$ cat src/rtl/uart_rx_if.sv
// rtl/uart_rx_if.sv - receive-FIFO push bus between uart_rx and its FIFO
interface uart_rx_if;
  logic       rx_push;
  logic [7:0] rx_data;
  logic       parity_err;
  logic       framing_err;
  logic       break_int;
  logic       overrun_err;
  logic       rx_fifo_full;

  modport master (
    output rx_push, rx_data, parity_err, framing_err, break_int, overrun_err,
    input  rx_fifo_full
  );

  modport slave (
    input  rx_push, rx_data, parity_err, framing_err, break_int, overrun_err,
    output rx_fifo_full
  );
endinterface

$ cat src/rtl/uart_rx.sv
// rtl/uart_rx.sv - UART receive engine: 3-vote majority sampling, parity/framing/break/overrun status
module uart_rx #(
  parameter int SYNC_STAGES = 2
) (
  input  logic       pclk,
  input  logic       presetn,
  input  logic       rxd,
  input  logic       voting_edge,
  input  logic       sample_edge,
  input  logic [1:0] wls,
  input  logic       pen,
  input  logic       eps,
  input  logic       sp,
  output logic       sample_clk_clr,
  output logic       rx_busy,
  uart_rx_if.master  fifo
);

  typedef enum logic [2:0] {
    ST_IDLE,
    ST_START,
    ST_DATA,
    ST_PARITY,
    ST_STOP
  } state_t;

  state_t                 state;
  logic [SYNC_STAGES-1:0] sync_q;
  logic                   rxd_s;
  logic                   rxd_d;
  logic                   fall;
  logic [1:0]             vote_cnt;
  logic                   majority;
  logic                   ve;
  logic                   se;
  logic [2:0]             bit_idx;
  logic [2:0]             last_idx;
  logic [7:0]             shreg;
  logic                   par_bit;
  logic [1:0]             wls_l;
  logic                   pen_l;
  logic                   eps_l;
  logic                   sp_l;
  logic                   exp_par;

  assign rxd_s    = sync_q[SYNC_STAGES-1];
  assign fall     = rxd_d & ~rxd_s;
  assign majority = vote_cnt[1];
  // Strobes coinciding with the grid restart belong to the old grid.
  assign ve       = voting_edge & ~sample_clk_clr;
  assign se       = sample_edge & ~sample_clk_clr;
  assign last_idx = {1'b0, wls_l} + 3'd4;
  assign exp_par  = sp_l ? ~eps_l : (eps_l ? ^shreg : ~(^shreg));

  always_ff @(posedge pclk or negedge presetn) begin
    if (!presetn) begin
      sync_q <= '1;
      rxd_d  <= 1'b1;
    end else begin
      sync_q <= {sync_q[SYNC_STAGES-2:0], rxd};
      rxd_d  <= rxd_s;
    end
  end

  always_ff @(posedge pclk or negedge presetn) begin
    if (!presetn) begin
      vote_cnt <= 2'd0;
    end else if (se || sample_clk_clr) begin
      vote_cnt <= 2'd0;
    end else if (ve && rxd_s && vote_cnt != 2'd3) begin
      vote_cnt <= vote_cnt + 2'd1;
    end
  end

  always_ff @(posedge pclk or negedge presetn) begin
    if (!presetn) begin
      state            <= ST_IDLE;
      sample_clk_clr   <= 1'b0;
      rx_busy          <= 1'b0;
      bit_idx          <= 3'd0;
      shreg            <= 8'h00;
      par_bit          <= 1'b0;
      wls_l            <= 2'b00;
      pen_l            <= 1'b0;
      eps_l            <= 1'b0;
      sp_l             <= 1'b0;
      fifo.rx_push     <= 1'b0;
      fifo.overrun_err <= 1'b0;
      fifo.rx_data     <= 8'h00;
      fifo.parity_err  <= 1'b0;
      fifo.framing_err <= 1'b0;
      fifo.break_int   <= 1'b0;
    end else begin
      sample_clk_clr   <= 1'b0;
      fifo.rx_push     <= 1'b0;
      fifo.overrun_err <= 1'b0;
      case (state)
        ST_IDLE: begin
          // Only a fresh high-to-low edge arms a frame, so a held-low line yields one character.
          if (fall) begin
            sample_clk_clr <= 1'b1;
            rx_busy        <= 1'b1;
            wls_l          <= wls;
            pen_l          <= pen;
            eps_l          <= eps;
            sp_l           <= sp;
            state          <= ST_START;
          end
        end
        ST_START: begin
          if (se) begin
            if (majority) begin
              rx_busy <= 1'b0;
              state   <= ST_IDLE;
            end else begin
              bit_idx <= 3'd0;
              shreg   <= 8'h00;
              par_bit <= 1'b0;
              state   <= ST_DATA;
            end
          end
        end
        ST_DATA: begin
          if (se) begin
            shreg[bit_idx] <= majority;
            if (bit_idx == last_idx) begin
              state <= pen_l ? ST_PARITY : ST_STOP;
            end else begin
              bit_idx <= bit_idx + 3'd1;
            end
          end
        end
        ST_PARITY: begin
          if (se) begin
            par_bit <= majority;
            state   <= ST_STOP;
          end
        end
        ST_STOP: begin
          if (se) begin
            fifo.rx_data     <= shreg;
            fifo.parity_err  <= pen_l & (par_bit != exp_par);
            fifo.framing_err <= ~majority;
            fifo.break_int   <= (shreg == 8'h00) & ~(pen_l & par_bit) & ~majority;
            fifo.rx_push     <= ~fifo.rx_fifo_full;
            fifo.overrun_err <= fifo.rx_fifo_full;
            rx_busy          <= 1'b0;
            state            <= ST_IDLE;
          end
        end
        default: begin
          rx_busy <= 1'b0;
          state   <= ST_IDLE;
        end
      endcase
    end
  end

endmodule

$ cat src/flat_wrapper.sv
// flat-port wrapper written by rule: the top's interface ports become plain ports
module uart_rx_flat 
#(
  parameter int SYNC_STAGES = 2
)
  (pclk, presetn, rxd, voting_edge, sample_edge, wls, pen, eps, sp, sample_clk_clr, rx_busy, fifo_rx_push, fifo_rx_data, fifo_parity_err, fifo_framing_err, fifo_break_int, fifo_overrun_err, fifo_rx_fifo_full);
  uart_rx_if fifo_i ();
  input  logic pclk;
  input  logic presetn;
  input  logic rxd;
  input  logic voting_edge;
  input  logic sample_edge;
  input  logic [1:0] wls;
  input  logic pen;
  input  logic eps;
  input  logic sp;
  output logic sample_clk_clr;
  output logic rx_busy;
  output wire logic [$bits(fifo_i.rx_push)-1:0] fifo_rx_push;
  output wire logic [$bits(fifo_i.rx_data)-1:0] fifo_rx_data;
  output wire logic [$bits(fifo_i.parity_err)-1:0] fifo_parity_err;
  output wire logic [$bits(fifo_i.framing_err)-1:0] fifo_framing_err;
  output wire logic [$bits(fifo_i.break_int)-1:0] fifo_break_int;
  output wire logic [$bits(fifo_i.overrun_err)-1:0] fifo_overrun_err;
  input wire logic [$bits(fifo_i.rx_fifo_full)-1:0] fifo_rx_fifo_full;
  assign fifo_rx_push = fifo_i.rx_push;
  assign fifo_rx_data = fifo_i.rx_data;
  assign fifo_parity_err = fifo_i.parity_err;
  assign fifo_framing_err = fifo_i.framing_err;
  assign fifo_break_int = fifo_i.break_int;
  assign fifo_overrun_err = fifo_i.overrun_err;
  assign fifo_i.rx_fifo_full = fifo_rx_fifo_full;
  uart_rx #(.SYNC_STAGES(SYNC_STAGES)) u_core (.pclk(pclk), .presetn(presetn), .rxd(rxd), .voting_edge(voting_edge), .sample_edge(sample_edge), .wls(wls), .pen(pen), .eps(eps), .sp(sp), .sample_clk_clr(sample_clk_clr), .rx_busy(rx_busy), .fifo(fifo_i));
endmodule
$ cat config.mk
export PLATFORM = sky130hd
export DESIGN_NAME = uart_rx_flat
export DESIGN_NICKNAME = d
export VERILOG_FILES = /design/src/rtl/uart_rx_if.sv /design/src/rtl/uart_rx.sv /design/src/flat_wrapper.sv
export SDC_FILE = /design/constraint.sdc
export NUM_CORES = 1
export LEC_CHECK = 0
export BUFFER_PORTS_ARGS = -buffer_cell sky130_fd_sc_hd__buf_2
export CORE_MARGIN = 1
export CORE_UTILIZATION = 55
export DETAILED_ROUTE_END_ITERATION = 6
export PLACE_DENSITY = 0.77
export SLEW_MARGIN = 40
export SYNTH_ARGS = -nofsm -noshare
export SYNTH_HDL_FRONTEND = slang
export SYNTH_SLANG_ARGS = --single-unit
$ cat constraint.sdc
create_clock -name pclk -period 1.8 [get_ports pclk]
set_clock_uncertainty 0.05 [all_clocks]
set_input_delay 0.45 -clock pclk [delete_from_list [all_inputs] [get_ports pclk]]
set_output_delay 0.45 -clock pclk [all_outputs]
set_load 0.005 [all_outputs]
Word level (Yosys, flattened, before mapping)
Index checks and enable logic that the tools add are counted.
- add/subtract/negate cells: 3
- $lt $le $gt $ge: 2
- equal/unequal tests: 16
- muxes and demuxes: 40
- bitwise logic cells: 15
- reductions and logical operators: 18
- operators by type and width (cell ; number):
    $mux 3 ; 11
    $mux 8 ; 3
    $mux 1 ; 16
    $pmux 8 s2 ; 1
    $pmux 3 s5 ; 1
    $ne 2x1->1 const B ; 7
    $reduce_and 5->1 ; 2
    $bwmux 8 ; 1
    $logic_not 8->1 ; 1
    $not 1->1 ; 8
    $reduce_and 4->1 ; 2
    $reduce_xor 8->1 ; 1
    $and 1x1->1 ; 7
    $eq 3x2->1 const B ; 2
    $mux 2 ; 3
    $ne 2x2->1 const B ; 3
    $pmux 3 s2 ; 1
    $reduce_and 6->1 ; 1
    $reduce_bool 2->1 ; 3
    $lt 3x4->1 const B ; 1
    $pmux 1 s4 ; 1
    $reduce_and 2->1 ; 2
    $add 2x3->3 const B ; 1
    $add 3x1->3 const B ; 1
    other kinds (12) ; 14
- register bits after elaboration: 40
- input bits: 11
- output and inout port bits: 15
- word-level logic and storage cells: 113

Logic depth before layout (Yosys ltp)
Gate-level depths: netlist of the first run.
- depth after elaboration: 7
- gate-level depth with buffers: 6
- depth with buffers taken out: 6

Worst setup path before layout of the first run
Ideal clock, no wire load.
- kind: register -> register
- start: register u_core.state[1]
- end: register u_core.eps_l
- setup time: 0.125 ns
- data arrival time: 1.380 ns
- required time: 1.625 ns
- slack: 0.246 ns
- stages on the path, launching flop included: 6
- path buffers: 2
- clock period less this slack: 1.554 ns
- cell sequence: dfrtp_1 buf_4 nor4_1 and2_1 buf_2 mux2_2
- cells in the longest elaborated chain, start to end: 2
- ends and longest elaborated chain (element ; RTL line ; source):
    start, declared ; uart_rx.sv:27 ; state_t state;
    start signal, assigned ; uart_rx.sv:127 ; state <= pen_l ? ST_PARITY : ST_STOP;
    $logic_not 3->1 ; uart_rx.sv:97 ; case (state)
    $reduce_and 2->1 (no line) ; -- ;
    end signal, assigned ; uart_rx.sv:105 ; eps_l <= eps;
    end, declared ; uart_rx.sv:42 ; logic eps_l;
No other way between the ends.
A chain may end at the register's enable or synchronous reset.

Worst setup path after layout of the first run
- start: register u_core.state[2]
- end: register u_core.shreg[5]
- cells in the longest elaborated chain, start to end: 3
- elaborated cells between the ends (all ways): 8
- those cells by class: eq/ne (5); mux (1); reduce/logical (2)
- ends and longest elaborated chain (element ; RTL line ; source):
    $eq 3x2->1 or $eq 3x1->1 (tied branches) ; uart_rx.sv:97 ;
    $ne 2x1->1 (no line), or another cell as far along ; -- ;
    $reduce_and 4->1 (no line) ; -- ;
    end signal, assigned by index ; uart_rx.sv:125 ; shreg[bit_idx] <= majority;
    end, declared ; uart_rx.sv:38 ; logic [7:0] shreg;
Parallel ways exist; a longest one is shown, timed or not.

==> run_results.csv, run 1 <==
group,metric,value,unit
worst_setup_path,cpPeakStageDelay,520,ps
outcome,status,"complete, no violations",
worst_setup_path,crit_type,"reg -> reg",
place,placed_cell_area,0.00211,mm2
power,vdd_drop_max,0.972,mV
sta,setup_tns,0,ps
worst_setup_path,critPathTopFamily,"compound AO/OA/AOI/OAI gates",
worst_setup_path,path_cells,"nor3b_4 > o211ai_2 > o311ai_1 > o41ai_2",
routing,routed-via-count,1476,
final_layout,syn_to_final_growth,14.6,%
synth,syn-num-nets,196,
worst_setup_path,slowest_stage,"dfrtp_1",
die,rows,21,
sta,finalCritPeriodShare,0.960,
die,io-pin-count,26,
die,dieArea,0.00374,mm2
global_route,antenna_found_initial,0,
global_route,grt_pass1_wl,6000,um
final_layout,nFillCells,290,
routing,viasPerCell,5.68,
cts,clk_pin_slew,120,ps
final_layout,antenna_cells,0,
synth,synth_edf_count,0,
cts,htreeDepth,2,
synth,synth_area,0.00192,mm2
final_layout,finalNonFillerCells,260,
sta,relSlewSlack,0.677,
global_route,grt_use_total,0.222,
cts,clock_path_buffers,2,
final_layout,final_area,0.00220,mm2
synth,synth_common_cells,"dfrtp_1 (37), nand2_1 (26), o21ai_0 (13)",
cts,cts_root_buf,"clkbuf_4",
synth,ys_seq_elements,40,
worst_setup_path,start_kind,"flop",
sta,period_minus_slack,1730,ps
synth,synth.distinct_cells,45,
place,port_buffers,25,
synth,syn_area_per_cell,10.8,um2
cts,cts_tree,"yes",
cts,insertion_delay,350,ps
routing,drtPass1Iterations,4,
synth,synthCells,179,
synth,ys_seq_area_frac,0.522,
sta,drv_slew,0,
synth,synth_top_cell_by_area,"dfrtp_1",
synth,synth_top_area_share,0.481,
routing,drc_errors,0,
die,start_util,0.577,
routing,ant_nets,0,
final_layout,layout.nets,230,
global_route,grt_pass1_vias,1341,
place,place.detailed.hpwl,2670,um
job,maxCapViolations,0,
worst_setup_path,arrival,1910,ps
routing,drt-total-wl,3670,um
final_layout,drive_gt1_frac,0.285,
final_layout,post-route-util,0.661,
routing,wire_per_inst,14.1,um
synth,synth.most_common_cell,"dfrtp_1",
global_route,overflow,0,
synth,synth_ff_type,"dfrtp_1",
worst_setup_path,crit_required,1980,ps
power,power_leakage,1.06,nW
sta,max_freq,579,MHz
sta,finalHoldViolCount,0,
sta,setup_violations,0,
die,dieHeight,61.2,um
synth,yosysWarnings,0,
worst_setup_path,end_kind,"flop",
synth,async_flop_share,1.00,
die,coreArea,0.00334,mm2
routing,drt_iter0_markers,70,
place,place_congestion,0.852,
power,p_total,2.93,mW
sta,worst_slew_pin_slew,484,ps
global_route,grt_max_degree,41,
cts,clock-sinks,40,
worst_hold_path,min_path_type,"in -> async",
cts,cts_buffers,5,
worst_setup_path,path_buf_inv,0,
place,dp.cells,248,
synth,yosys-top-cells-area,"dfrtp_1 (48%), nand2_1 (5.1%), dfstp_2 (4.1%)",
die,die_x,61.2,um
power,power_density,1330,mW/mm2
worst_setup_path,cp_max_fo,9,
[worst paths after layout]
kind | from | endpoint | slack [ps] | cells after the start
setup / recovery | u_core.state[2] | u_core.shreg[5] | 70 | 4
hold / removal | presetn | u_core.fifo.break_int | 90 | 2
setup reg to reg | u_core.state[2] | u_core.shreg[5] | 70 | 4
hold reg to reg | u_core.sync_q[0] | u_core.sync_q[1] | 310 | 0
max in group asynchronous | presetn | u_core.sync_q[0] | 1240 | 2
min in group pclk | rxd | u_core.sync_q[0] | 150 | 1
[worst register-to-register path: stages, from the launching register on]
cell and delay (ps):
dfrtp_1 520, nor3b_4 340, o211ai_2 230, o311ai_1 350
o41ai_2 140
[what timing repair did]
item | 4_1_cts | 5_1_grt
hold buffers | 0 | 0
gates resized for setup | 3 | 4
setup endpoints to repair | 2 | 7
setup buffers | 2 | 2
pin swaps | 1 | 1
[layout by cell type, fill, tap and decap left out, drive strengths merged]
| master | instances |
|---|---|
| ha | 6 |
| nand4 | 1 |
| and3 | 1 |
| a31o | 1 |
| or3 | 2 |
| a32o | 1 |
| a31oi | 5 |
| nor3 | 3 |
| mux2i | 7 |
| nand3b | 3 |
| o31ai | 2 |
| o211ai | 2 |
| mux2 | 5 |
| inv | 11 |
| o41ai | 3 |
| a32oi | 1 |
| o21ai | 13 |
| clkbuf | 7 |
| nand2 | 26 |
| a22o | 1 |
| dfstp | 3 |
| a41o | 1 |
| clkinv | 1 |
| nor2 | 4 |
| o311ai | 2 |
| a21oi | 3 |
| dfrtp | 37 |
| xnor2 | 6 |
| nor2b | 2 |
| a211o | 1 |
| o211a | 1 |
| and2b | 1 |
| buf | 37 |
| nand2b | 2 |
| and2 | 1 |
| xor2 | 1 |
| nor4 | 1 |
| nand4b | 1 |
| nand3 | 4 |
| nor3b | 4 |
[registers in the layout, summed over array words and instances, names as in the netlist]
name	count
u_core.sample_clk_clr	1
u_core.shreg	8
u_core.pen_l	1
u_core.fifo.overrun_err	1
u_core.rxd_d	1
u_core.state	3
u_core.fifo.rx_data	8
u_core.rx_busy	1
u_core.sync_q	2
u_core.eps_l	1
u_core.sp_l	1
u_core.fifo.framing_err	1
u_core.par_bit	1
u_core.vote_cnt	2
u_core.wls_l	2
u_core.fifo.rx_push	1
u_core.fifo.parity_err	1
u_core.fifo.break_int	1
u_core.bit_idx	3
[power by group]
group	leakage [nW]	total (mW)	internal, mW	switching, mW
registers	0.520	1.37	1.12	0.251
logic	0.514	1.13	0.554	0.575
clock network	0.0293	0.430	0.152	0.278
[routing by layer]
metal	vias up	wire, um	GRT usage
met2	33	1840	0.382
met1	730	1640	0.272
met5	-	0	0
met4	0	59	0.0909
met3	8	134	0.0462
li1	705	-	-
[through the flow]
step,hold slack (ps),worst slack (ps)
2_1_floorplan,104,246
3_3_place_gp,297,94.1
3_5_place_dp,299,-69.0
4_1_cts,87.4,50.7
5_1_grt,125,-5.05
6_report,88.7,72.0
[layout make-up]
| class | instances | area, um2 | share of cell area |
|---|---|---|---|
| timing repair buffer | 37 | 215 | 0.0976 |
| tap | 46 | 57.6 | 0.0261 |
| clock buffer | 7 | 45.0 | 0.0204 |
| inverter | 11 | 41.3 | 0.0187 |
| clock inverter | 1 | 5.00 | 0.00227 |
| sequential | 40 | 1010 | 0.457 |
| multi-input combinational | 118 | 833 | 0.378 |
[cell families after synthesis]
| kind of cell | count (synthesis) | synth area share |
|---|---|---|
| multiplexers | 12 | 0.0657 |
| AO/OA/AOI/OAI | 37 | 0.133 |
| XOR/XNOR | 7 | 0.0319 |
| adder cells (fa/ha/maj) | 6 | 0.0390 |
| flip-flops | 40 | 0.522 |
| buffers and inverters | 21 | 0.0527 |
| AND/OR/NAND/NOR | 56 | 0.156 |
(Power assumes the default switching activity.)
==> run 2, diff against run 1 <==
==> constraint.sdc (replaced) <==
create_clock -name pclk -period 1.8 [get_ports pclk]
set_clock_uncertainty 0.05 [all_clocks]
set_input_delay 0.27 -clock pclk [delete_from_list [all_inputs] [get_ports pclk]]
set_output_delay 0.27 -clock pclk [all_outputs]
set_load 0.005 [all_outputs]
==> run_results.csv, run 2 (same netlist as run 1, synthesis figures left out) <==
group,metric,value,unit
outcome,status,"complete, no violations",
global_route,grt_pass1_vias,1363,
place,dp.cells,250,
power,vdd_drop_max,0.788,mV
power,sequentialPowerShare,0.438,
sta,setup_tns,0,ps
final_layout,layout.nets,230,
global_route,overflow,0,
die,io-pin-count,26,
routing,drc_errors,0,
power,power.share.clock,0.191,
final_layout,top_regs,"u_core.fifo.rx_data (8), u_core.shreg (8)",
worst_setup_path,crit_type,"reg -> reg",
cts,clk_pin_slew,110,ps
place,place_ws,96.4,ps
die,rows,21,
cts,cts_root_buf,"clkbuf_4",
power,switchingPower,1.08,mW
final_layout,layout_common_cells,"dfrtp_1 (36), nand2_1 (26), buf_2 (25), o21ai_0 (13), inv_1 (10)",
worst_setup_path,cp_max_fo,2,
worst_setup_path,start_kind,"flop",
global_route,grt_max_degree,22,
final_layout,drive_gt1_frac,0.266,
sta,drv_slew,0,
power,power_density,1360,mW/mm2
final_layout,nFillCells,262,
worst_hold_path,min_path_cells,2,
final_layout,antenna_cells,0,
final_layout,final_area,0.00223,mm2
worst_setup_path,end_kind,"flop",
sta,rsz0062_at_grt,"no",
sta,period_minus_slack,1680,ps
sta,relSlewSlack,0.685,
cts,clock_path_buffers,2,
sta,setup_violations,0,
die,start_util,0.577,
cts,clock-sinks,40,
sta,finalCritPeriodShare,0.931,
cts,cts_buffers,5,
global_route,grt_use_total,0.232,
place,place.detailed.hpwl,2710,um
routing,drt_iter0_markers,51,
job,maxCapViolations,0,
place,placed_cell_area,0.00213,mm2
worst_setup_path,crit_required,1990,ps
cts,cts_tree,"yes",
place,place_congestion,0.878,
final_layout,layout_commonest_cell,"dfrtp_1",
power,power_leakage,1.07,nW
sta,worst_slew_pin_slew,473,ps
routing,drtPass1Iterations,4,
die,coreArea,0.00334,mm2
worst_hold_path,min_path_type,"in -> reg",
worst_setup_path,worst-r2r-cell-count,6,
routing,routed-via-count,1421,
cts,insertion_delay,350,ps
global_route,antenna_found_initial,0,
final_layout,syn_to_final_growth,16.0,%
place,port_buffers,25,
routing,ant_nets,0,
sta,worst_hold_slack,25.5,ps
cts,postCtsSetupBuffers,0,
sta,finalHoldViolCount,0,
die,dieArea,0.00374,mm2
routing,wire_per_inst,13.8,um
final_layout,finalNonFillerCells,260,
worst_setup_path,arrival,1870,ps
cts,htreeDepth,2,
sta,max_freq,597,MHz
power,internal_power,1.95,mW
power,swShare,0.356,
sta,layout_setup_ws,125,ps
power,combPwrFrac,0.371,
global_route,grt_pass1_wl,6220,um
die,dieHeight,61.2,um
die,die_x,61.2,um
routing,drt-total-wl,3590,um
routing,viasPerCell,5.47,
## run 2: layout make-up
type	count	area, um2	share of cell area
Inverter	11	41.3	0.0185
Tap cell	46	57.6	0.0258
Timing Repair Buffer	37	233	0.104
Clock buffer	6	41.3	0.0185
Clock inverter	2	35.0	0.0157
Multi-Input combinational cell	118	818	0.367
Sequential cell	40	1010	0.451
## run 2: path summary, 6_finish.rpt
path | slack, ps | endpoint | from
min in group asynchronous | 340 | u_core.sp_l | presetn
worst max-delay path | 120 | u_core.fifo.parity_err | u_core.shreg[4]
max in group asynchronous | 890 | u_core.fifo.framing_err | presetn
worst min-delay path | 30 | u_core.fifo.rx_push | fifo_rx_fifo_full
worst max register to register | 120 | u_core.fifo.parity_err | u_core.shreg[4]
worst min register to register | 310 | u_core.sync_q[1] | u_core.sync_q[0]
## run 2: power by group through the flow
| stage | combinational (mW) | sequential [mW] | clock, mW |
|---|---|---|---|
| 6_report | 1.13 | 1.33 | 0.580 |
| 4_1_cts | 1.13 | 1.32 | 0.594 |
| 3_3_place_gp | 1.07 | 1.33 | 0 |
| 3_5_place_dp | 1.12 | 1.35 | 0 |
| 2_1_floorplan | 0.877 | 1.27 | 0 |
| 5_1_grt | 1.29 | 1.36 | 0.638 |
## run 2: worst max-delay path, stage by stage (launching register included)
cell and delay, ps:
dfrtp_1 360, inv_1 60, ha_1 310, xnor2_1 150, xnor2_1 240, mux2i_1 120, a211o_1 280
## run 2: metrics by stage
stage | total power, mW | utilization
after detailed placement | 2.46 | 0.640
after CTS | 3.05 | 0.669
after global routing | 3.29 | 0.669
after global placement | 2.40 | 0.640
final | 3.04 | 0.669
after floorplan | 2.15 | -
## run 2: metal layers
layer	track usage	wire length, um	vias up
li1	-	-	699
met1	0.299	1600	677
met2	0.360	1740	37
met3	0.0735	177	8
met4	0.101	69	0
met5	0	0	-
## run 2: timing repair
item                                   4_1_cts  5_1_grt
gates resized for setup                      0        2
setup endpoints to repair                    0        8
hold buffers                                 2        0
endpoints found under the hold margin       17        0
==> run 3, diff against run 2 <==
--- a/config.mk
+++ b/config.mk
@@ -9,6 +9,7 @@
 export CORE_MARGIN = 1
 export CORE_UTILIZATION = 55
 export DETAILED_ROUTE_END_ITERATION = 6
+export MAX_ROUTING_LAYER = met4
 export PLACE_DENSITY = 0.77
 export SLEW_MARGIN = 40
 export SYNTH_ARGS = -nofsm -noshare
==> run_results.csv, run 3 (same netlist as run 1, synthesis figures left out) <==
group,metric,value,unit
die,dieHeight,61.2,um
cts,cts_tree,"yes",
sta,rsz0062_at_grt,"no",
cts,htreeDepth,2,
power,power_leakage,1.07,nW
final_layout,nFillCells,262,
die,start_util,0.577,
outcome,status,"complete, no violations",
power,vdd_drop_max,0.788,mV
sta,worst_slew_pin_slew,473,ps
sta,setup_violations,0,
place,place_ws,96.4,ps
place,place.detailed.hpwl,2710,um
worst_setup_path,path_cells,"inv_1 > ha_1 > xnor2_1 > xnor2_1 > mux2i_1 > a211o_1",
routing,viasPerCell,5.45,
worst_setup_path,crit_required,1990,ps
final_layout,layout.nets,230,
worst_setup_path,slowest_stage,"dfrtp_1",
global_route,grt_max_degree,22,
worst_setup_path,end_kind,"flop",
worst_setup_path,arrival,1870,ps
sta,drv_slew,0,
die,rows,21,
die,die_x,61.2,um
global_route,grt_pass1_vias,1364,
worst_setup_path,critPathTopFamily,"XOR/XNOR gates",
global_route,grtUsageMet2,0.360,
sta,layout_setup_ws,123,ps
routing,drc_errors,0,
place,place_congestion,0.893,
worst_setup_path,cp_common_cell,"xnor2_1",
routing,ant_nets,0,
die,io-pin-count,26,
die,coreArea,0.00334,mm2
place,dp.cells,250,
final_layout,top_regs,"u_core.fifo.rx_data (8), u_core.shreg (8)",
cts,cts_root_buf,"clkbuf_4",
routing,drt-total-wl,3580,um
sta,setup_tns,0,ps
worst_setup_path,path_buf_inv,1,
global_route,antenna_found_initial,0,
global_route,overflow,0,
global_route,grt.met1_usage,0.299,
place,port_buffers,25,
cts,clk_pin_slew,110,ps
cts,insertion_delay,350,ps
global_route,met3_usage,0.0735,
sta,relSlewSlack,0.685,
cts,clock_path_buffers,2,
routing,wire_per_inst,13.8,um
final_layout,finalNonFillerCells,260,
final_layout,layout_commonest_cell,"dfrtp_1",
sta,finalHoldViolCount,0,
worst_setup_path,cpPeakStageDelay,360,ps
worst_setup_path,cp_max_fo,2,
routing,drtPass1Iterations,4,
power,power_density,1360,mW/mm2
routing,drt_iter0_markers,69,
final_layout,syn_to_final_growth,16.0,%
cts,clock-sinks,40,
worst_setup_path,crit_type,"reg -> reg",
job,maxCapViolations,0,
worst_setup_path,start_kind,"flop",
cts,cts_buffers,5,
final_layout,layout_common_cells,"dfrtp_1 (36), nand2_1 (26), buf_2 (25), o21ai_0 (13), inv_1 (10)",
die,dieArea,0.00374,mm2
global_route,grt_use_total,0.239,
global_route,grt-busiest-layer,"met2",
sta,period_minus_slack,1680,ps
global_route,grt_pass1_wl,6220,um
worst_hold_path,min_path_type,"in -> reg",
sta,max_freq,596,MHz
routing,routed-via-count,1416,
final_layout,antenna_cells,0,
final_layout,drive_gt1_frac,0.266,
sta,finalCritPeriodShare,0.932,
==> run 3: report_power, final <==
part,switching (mW),internal [mW]
sequential,0.211,1.12
combinational,0.581,0.546
clock,0.289,0.291
==> run 3: repair_timing <==
action	CTS	global route
setup buffers	0	0
resized for setup	0	2
hold buffers	2	0
endpoints found under the hold margin	17	0
endpoints found under the setup margin	0	8
==> run 3: path summary, 6_finish.rpt <==
path                       slack, ps              start  cells after the start                     end
setup reg to reg                 120    u_core.shreg[4]                      6  u_core.fifo.parity_err
max in group asynchronous        890            presetn                      3         u_core.shreg[1]
min in group asynchronous        340            presetn                      2             u_core.sp_l
setup / recovery                 120    u_core.shreg[4]                      6  u_core.fifo.parity_err
hold reg to reg                  310   u_core.sync_q[0]                      0        u_core.sync_q[1]
hold / removal                    20  fifo_rx_fifo_full                      2     u_core.fifo.rx_push
==> run 3: layout make-up <==
cell class	instances	area (um2)	area share
clock buffers	6	41.3	0.0185
clock inverters	2	35.0	0.0157
inverters	11	41.3	0.0185
multi-input cells	118	818	0.367
flip-flops and latches	40	1010	0.451
well taps	46	57.6	0.0258
repair buffers	37	233	0.104
==> run 3: worst register-to-register path, delay by kind of cell, from the launching register on <==
| family | cells | cell delay [ps] |
|---|---|---|
| AOI/OAI and AO/OA | 1 | 280 |
| xor gates and xnor gates | 2 | 390 |
| adders and majority gates | 1 | 310 |
| buffers and inverters | 1 | 60 |
| DFF | 1 | 360 |
| muxes | 1 | 120 |
==> run 3: routing by layer <==
metal  vias up  routed length, um  share of wire
li1        699                  -              -
met1       677               1610           0.45
met2        32               1740           0.49
met3         8                153          0.043
met4         0                 69          0.019
met5         -                  0              0
==> run 3: stage by stage <==
stage / hold WS (ps) / utilization / total power [mW] / cell area, um2
2_1_floorplan: -75.6 / - / 2.15 / 1920
3_3_place_gp: 187 / 0.640 / 2.40 / 2130
3_5_place_dp: 201 / 0.640 / 2.46 / 2130
4_1_cts: 16.9 / 0.669 / 3.05 / 2230
5_1_grt: 11.2 / 0.669 / 3.29 / 2230
6_report: 24.6 / 0.669 / 3.04 / 2230
